`src/rtl/simon_engine.sv`:
```
// simon_engine: Simon game controller with sequence memory, playback pacing,
// retry budget, a WIN terminal state and a restart command.
// The player's switch pattern is appended to the sequence in INPUT, the whole
// sequence is replayed in PLAYBACK, and the player must echo it in REPEAT.
module simon_engine #(
  parameter  int PATTERN_W   = 4,
  parameter  int DEPTH       = 16,
  parameter  int STEP_CYCLES = 1,
  parameter  int MAX_RETRIES = 0,
  localparam int LVL_W       = $clog2(DEPTH + 1),
  localparam int RET_W       = (MAX_RETRIES > 0) ? $clog2(MAX_RETRIES + 1) : 1
) (
  input  logic                 clk,
  input  logic                 rst,
  input  logic [PATTERN_W-1:0] pattern_in,
  input  logic                 submit,
  input  logic                 restart,
  output logic [PATTERN_W-1:0] pattern_leds,
  output logic [2:0]           mode_leds,
  output logic [LVL_W-1:0]     level,
  output logic [RET_W-1:0]     retries_left
);

  localparam int IDX_W  = (DEPTH > 1) ? $clog2(DEPTH) : 1;
  localparam int TICK_W = (STEP_CYCLES > 1) ? $clog2(STEP_CYCLES) : 1;

  localparam logic [TICK_W-1:0] TICK_LAST = TICK_W'(STEP_CYCLES - 1);
  localparam logic [LVL_W-1:0]  LVL_FULL  = LVL_W'(DEPTH);
  localparam logic [LVL_W-1:0]  LVL_ONE   = LVL_W'(1);
  localparam logic [RET_W-1:0]  RET_INIT  = RET_W'(MAX_RETRIES);

  typedef enum logic [2:0] {
    S_INPUT,
    S_PLAYBACK,
    S_REPEAT,
    S_DONE,
    S_WIN
  } state_t;

  state_t               state;
  logic [PATTERN_W-1:0] mem [DEPTH];
  logic [LVL_W-1:0]     n;
  logic [IDX_W-1:0]     i;
  logic [TICK_W-1:0]    tick;

  logic                 pattern_valid;
  logic                 load_pattern;
  logic                 tick_last;
  logic                 i_last;
  logic                 seq_full;
  logic [PATTERN_W-1:0] mem_at_i;

  // A player pattern is only meaningful when exactly one switch is up.
  assign pattern_valid = $onehot(pattern_in);
  assign load_pattern  = (state == S_INPUT) && submit && pattern_valid;

  // i and n are compared in n's width; n is at least 1 whenever i_last is used.
  assign tick_last = (tick == TICK_LAST);
  assign i_last    = (LVL_W'(i) == (n - LVL_ONE));
  assign seq_full  = (n == LVL_FULL);
  assign mem_at_i  = mem[i];

  assign level = n;

  // Sequence memory holds the game history and deliberately has no reset.
  always_ff @(posedge clk) begin
    if (load_pattern) begin
      mem[n[IDX_W-1:0]] <= pattern_in;
    end
  end

  // Game FSM: owns state, sequence length, index, step timer and retries.
  always_ff @(posedge clk or negedge rst) begin
    if (!rst) begin
      state        <= S_INPUT;
      n            <= '0;
      i            <= '0;
      tick         <= '0;
      retries_left <= RET_INIT;
    end else begin
      case (state)
        S_INPUT: begin
          if (load_pattern) begin
            n     <= n + LVL_ONE;
            i     <= '0;
            tick  <= '0;
            state <= S_PLAYBACK;
          end
        end

        S_PLAYBACK: begin
          if (tick_last) begin
            tick <= '0;
            if (i_last) begin
              i     <= '0;
              state <= S_REPEAT;
            end else begin
              i <= i + 1'b1;
            end
          end else begin
            tick <= tick + 1'b1;
          end
        end

        S_REPEAT: begin
          if (submit) begin
            if (pattern_in == mem_at_i) begin
              if (i_last) begin
                i     <= '0;
                state <= seq_full ? S_WIN : S_INPUT;
              end else begin
                i <= i + 1'b1;
              end
            end else begin
              i    <= '0;
              tick <= '0;
              if (retries_left != '0) begin
                retries_left <= retries_left - 1'b1;
                state        <= S_PLAYBACK;
              end else begin
                state <= S_DONE;
              end
            end
          end
        end

        S_DONE: begin
          if (restart) begin
            state        <= S_INPUT;
            n            <= '0;
            i            <= '0;
            tick         <= '0;
            retries_left <= RET_INIT;
          end else if (tick_last) begin
            tick <= '0;
            i    <= i_last ? '0 : i + 1'b1;
          end else begin
            tick <= tick + 1'b1;
          end
        end

        S_WIN: begin
          if (restart) begin
            state        <= S_INPUT;
            n            <= '0;
            i            <= '0;
            tick         <= '0;
            retries_left <= RET_INIT;
          end
        end

        default: begin
          state <= S_INPUT;
        end
      endcase
    end
  end

  // Mode indicator is a pure decode of the registered state.
  always_comb begin
    mode_leds = 3'b001;
    case (state)
      S_INPUT:    mode_leds = 3'b001;
      S_PLAYBACK: mode_leds = 3'b010;
      S_REPEAT:   mode_leds = 3'b100;
      S_DONE:     mode_leds = 3'b111;
      S_WIN:      mode_leds = 3'b101;
      default:    mode_leds = 3'b001;
    endcase
  end

  // Pattern LEDs echo the switches while the player acts, else show the sequence.
  always_comb begin
    pattern_leds = pattern_in;
    case (state)
      S_INPUT, S_REPEAT:  pattern_leds = pattern_in;
      S_PLAYBACK, S_DONE: pattern_leds = mem_at_i;
      S_WIN:              pattern_leds = '1;
      default:            pattern_leds = pattern_in;
    endcase
  end

endmodule

```
`config.mk`:
```
export PLATFORM = sky130hd
export DESIGN_NAME = simon_engine
export DESIGN_NICKNAME = d
export VERILOG_FILES = /design/src/rtl/simon_engine.sv
export SDC_FILE = /design/constraint.sdc
export NUM_CORES = 1
export LEC_CHECK = 0
export ABC_AREA = 1
export BUFFER_PORTS_ARGS = -buffer_cell sky130_fd_sc_hd__buf_2
export CORE_MARGIN = 4
export CORE_UTILIZATION = 38
export DETAILED_ROUTE_END_ITERATION = 16
export PLACE_DENSITY = 0.56
export REMOVE_ABC_BUFFERS = 1
export SKIP_LAST_GASP = 1
export SYNTH_ARGS = -nofsm -noshare
export SYNTH_HDL_FRONTEND = slang
export SYNTH_SLANG_ARGS = --single-unit
```
`constraint.sdc`:
```
create_clock -name clk -period 2.3 [get_ports clk]
set_input_delay 0.23 -clock clk [delete_from_list [all_inputs] [get_ports clk]]
set_output_delay 0.23 -clock clk [all_outputs]
set_load 0.01 [all_outputs]
```
### After elaboration in Yosys (flattened, before gate mapping)

Memories as Yosys holds them, arrays and structs flattened.
Cells that the tools add are included.

* memories: 1
* register bits after elaboration: 14
* memory bits (writable): 64
* input port bits: 8

Memories
* mem: depth 16, width 4, read ports 1, clocked after Yosys merged registers in 0, write ports 1, RTL line 41 `logic [PATTERN_W-1:0] mem [DEPTH];`

* reduce and logical (&&, ||, !) cells: 13
* equality and inequality tests: 16
* $add $sub $neg: 8
* muxes and demuxes: 36

Operators by type and width (count)
* $mux W4: 7
* $mux W3: 8
* $pmux W3 S4: 2
* $pmux W4 S5: 1
* $ne A2 B2 Y1 const B: 6
* $mux W1: 11
* $mux W5: 2
* $pmux W5 S2: 1
* $pmux W4 S2: 1
* $reduce_and A4 Y1: 2
* $eq A3 B1 Y1 const B: 2
* $eq A3 B2 Y1 const B: 2
* $reduce_and A6 Y1: 1
* $add A5 B1 Y5 const B: 1
* $eq A4 B5 Y1: 1
* $eq A5 B5 Y1 const B: 1
* $pmux W1 S5: 1
* $reduce_and A5 Y1: 1
* $reduce_bool A5 Y1: 1
* $sub A5 B1 Y5 const B: 1
* $add A1 B1 Y2: 2
* $add A4 B1 Y4 const B: 1
* $eq A4 B4 Y1: 1
* $reduce_bool A2 Y1: 2
* other kinds (12): 14

### Depth between registers and ports, before layout

* depth in word-level cells: 6
* mapped depth: 16
* mapped depth without buffers: 15

### Worst setup path before layout

Ideal clock, no wire load.

* kind: input to register
* from: input pattern_in[0]
* to: register i[3]
* path slack: -77 ps
* data arrival time: 2312 ps
* setup time: 65 ps
* buffers on the path: 0
* cell stages on the path: 14
* path through: inv_1 > fa_1 > inv_1 > ha_1 > ha_1 > nor2_1 > nand3_1 > nor2_4 > o22ai_1 > nor2_1 > nand2_1 > nor3_1 > nand3_1 > nand2_1

* cells in the longest elaborated chain, start to end: 6
* elaborated cells on any way between the ends: 10
* classes of those cells: add/sub (2); eq/ne (3); mux (3); reduce/logical (2)

RTL lines
* start: declaration: RTL line 15 `input logic [PATTERN_W-1:0] pattern_in,`
* $add A1 B1 Y2 (implied by the code): RTL line 54 `assign pattern_valid = $onehot(pattern_in);`
* $add A2 B2 Y3 (implied by the code): RTL line 54
* $eq A3 B1 Y1: RTL line 54
* $logic_and A1 B1 Y1: RTL line 55 `assign load_pattern = (state == S_INPUT) && submit && pattern_valid;`
* $ne A2 B2 Y1 (no source line)
* $reduce_and A4 Y1 (no source line)
* end signal: assignment: RTL line 98 `i <= i + 1'b1;`
* end signal: assignment: RTL line 112 `i <= i + 1'b1;`
* end signal: assignment: RTL line 136 `i <= i_last ? '0 : i + 1'b1;`
* end: declaration: RTL line 43 `logic [IDX_W-1:0] i;`

Several ways; a longest one is shown, not always the timed one. The select of a mux whose other input is x is not followed.
A chain may end at the register's enable or synchronous reset.

### Worst setup path after layout

* from: input pattern_in[1]
* to: register n[4], in the netlist level[4]

* cells in the longest elaborated chain, start to end: 6

RTL lines
* $add A1 B1 Y2 (implied by the code): RTL line 54
* $add A2 B2 Y3 (implied by the code): RTL line 54
* $eq A3 B1 Y1: RTL line 54
* $logic_and A1 B1 Y1: RTL line 55
* $ne A2 B2 Y1 (no source line)
* $reduce_and A3 Y1 (no source line)
* end signal: assignment: RTL line 84 `n <= n + LVL_ONE;`
* end: declaration: RTL line 42 `logic [LVL_W-1:0] n;`

Every way passes these cells.

==> summary.txt <==
Max Fclk - 447 MHz
pin count of the biggest net entering global routing - 23
cts bufs inserted - 9
Core Box Area - 0.00982 mm2
crit share post-route - 0.973
number of flops mapped to enable cells by yosys - 64
Netlist Area Pre-Place - 0.00386 mm2
Layout Skew - 0.00747 ns
Avg Inst Size Synth - 9.13 um2
top-area cell type share of the netlist area - 0.498
outcome - finished clean
Hold Violations, Final - 0
# setup viols final - 0
layout cells sized above 1 - 0.213
area grow syn2layout - 19.6%
htree depth - 3
synth cell count leaders - nand2_1 (116), edfxtp_1 (64), inv_1 (56)
initial detailed-routing violation count - 119
switching power - 1.72 mW
Internal Power - 2.80 mW
Design Power - 4.53 mW
final cell count without fillers - 617
CTS tree - done
maximum vdd drop - 0.573 mV
Clock transition at path regs - 0.07 ns
first-pass GRT wire length - 14700 um
die area - 0.0118 mm2
number of core rows - 36
Seq/Total Area, Yosys - 0.576
clock sink count - 76
Critical Path Fanout Max - 6
CP Class - input port to register
Pleak - 2.04 nW
# Max-Cap Violations - 0
GR Util All Layers - 0.168
first drt pass iteration count - 4
Placer Congestion - 0.829
filler instances - 983
clock latency on the worst-skew pair - 0.35 ns
Switching Fraction - 0.381
I/O Buffers - 19
Seq pwr share - 0.372
largest area contributor in the netlist - edfxtp_1
#FFs+latches synth - 76
vias in the first global route - 2915
die height - 109 um
ANT nets after route - 0
Root Driver - clkbuf_8
Gate power share - 0.413
nets - 495
Residual DRC - 0
Initial Util - 0.393
Async SR Flop Fraction - 0.158
antenna violations before repair - 0
worst hold path class - input port to register
count leader, synth - nand2_1
ant diodes - 0
IO Pins - 21
dpl cells - 597
Min Clock Period, post-route - 2.24 ns
cells after synthesis - 423
Cell Pwr Density - 981 mW/mm2
library cells used by synthesis - 33
Vias/cell - 4.82
YS warnings - 0
CTS Buffer Depth - 2
ranking of synthesized cells by area - edfxtp_1 (50%), nand2_1 (11%), dfrtp_1 (7.8%), nand3_1 (7.1%), inv_1 (5.4%)
Critical Path AT - 2.51 ns
final slew viol count - 0
via count - 2972
routed wire length - 9260 um
die width - 109 um
top_reg_cell synth - edfxtp_1
CP endpoint kind - register
final hold slack - 0.282 ns
hpwl dp - 6630 um
Worst setup SP type - input port
worst endpoint required time - 2.57 ns
grt total ovfl - 0
WL/cell - 15.0 um
share of total power in the clock network - 0.215
## final timing paths
path / slack (ns) / to / from / depth (start not counted)
setup / recovery: 0.06 / level[4]$_DFFE_PN0P_ / pattern_in[1] / 15
min in group asynchronous: 0.31 / i[1]$_DFFE_PN0P_ / rst / 2
hold / removal: 0.28 / state[2]$_DFFE_PN0P_ / restart / 4
hold reg to reg: 0.56 / state[1]$_DFFE_PN0P_ / state[1]$_DFFE_PN0P_ / 2
setup reg to reg: 0.20 / state[2]$_DFFE_PN0P_ / i[0]$_DFFE_PN0P_ / 15
max in group asynchronous: 1.75 / i[0]$_DFFE_PN0P_ / rst / 2
## placed cells by master, fill, tap and decap left out, types with 2 or more instances in the layout
cell type,synthesis,final
nand2_1,116,115
edfxtp_1,64,64
inv_1,56,54
nand3_1,55,54
buf_4,1,37
nor2_1,40,35
buf_2,10,19
dfrtp_1,12,11
clkbuf_8,0,9
o21ai_0,7,7
nor2_2,3,6
nor3_1,6,5
ha_1,7,5
inv_2,3,4
o21ai_1,5,4
o22ai_1,5,4
nand3_2,3,4
xor2_1,4,4
a21oi_1,5,4
o211ai_2,3,3
nand2_2,2,3
nor2_4,1,3
xnor2_1,3,3
clkinv_1,1,2
clkinv_2,0,2
clkbuf_1,1,2
## critical path, stage by stage
cell,delay [ns]
buf_2,0.09
inv_2,0.04
fa_1,0.54
inv_1,0.05
ha_2,0.18
ha_4,0.25
nor2_4,0.07
nand3_2,0.11
nor2_4,0.19
nor2_2,0.05
a21oi_2,0.17
o21ai_4,0.11
nor2_2,0.13
a31oi_1,0.10
nor3_1,0.19
## per-layer routing
layer / vias to the layer above / track usage / routed length [um]
met1: 1420 / 0.212 / 4110
met4: 0 / 0.0559 / 147
met3: 10 / 0.0403 / 317
li1: 1496 / - / -
met5: - / 0 / 0
met2: 46 / 0.285 / 4690
## power by group through the flow
stage	clock [mW]	sequential, mW	combinational, mW
after floorplan	0	1.76	1.03
after global placement	0	1.70	1.73
after detailed placement	0	1.71	1.74
after CTS	0.996	1.68	1.76
after global routing	1.06	1.70	2.10
final	0.976	1.68	1.87
## sequential cells by signal (all words and copies together) (netlist names)
name	flops
level	5
mem	64
i	4
state	3
## cell families after synthesis
group,synth area share
AOI/OAI and AO/OA,0.0415
buffers and inverters,0.0801
adders and majority gates,0.0279
xor gates and xnor gates,0.0159
DFF,0.576
other,0.000972
and+or+nand+nor,0.258
## timing repair
item | 4_1_cts | 5_1_grt
setup endpoints to repair | 2 | 77
resized for setup | 2 | 20
setup buffers | 0 | 3
hold buffers | 1 | 0
pin swaps | 2 | 10
endpoints found under the hold margin | 12 | 0
cloned | 0 | 0
## per-stage QoR
step / instance area, um2 / utilization / worst slack [ns] / TNS [ns]
after global routing: 4620 / 0.470 / -0.0535 / -0.0535
after detailed placement: 4320 / 0.440 / -0.409 / -22.62
after global placement: 4320 / 0.440 / -0.339 / -19.73
final: 4620 / 0.470 / 0.0624 / 0
after CTS: 4520 / 0.460 / 0.0000950 / 0
after floorplan: 3780 / - / -0.183 / -1.10
## cell type report
cell class,instances,area (um2),share of cell area
timing repair buffer,59,414,0.0897
clock buffer,11,131,0.0285
inverter,60,228,0.0493
multi-input combinational,273,1400,0.303
tap,133,166,0.0361
sequential,76,2220,0.482
clock inverter,5,52.6,0.0114
Power figures use the tool's default switching activity.
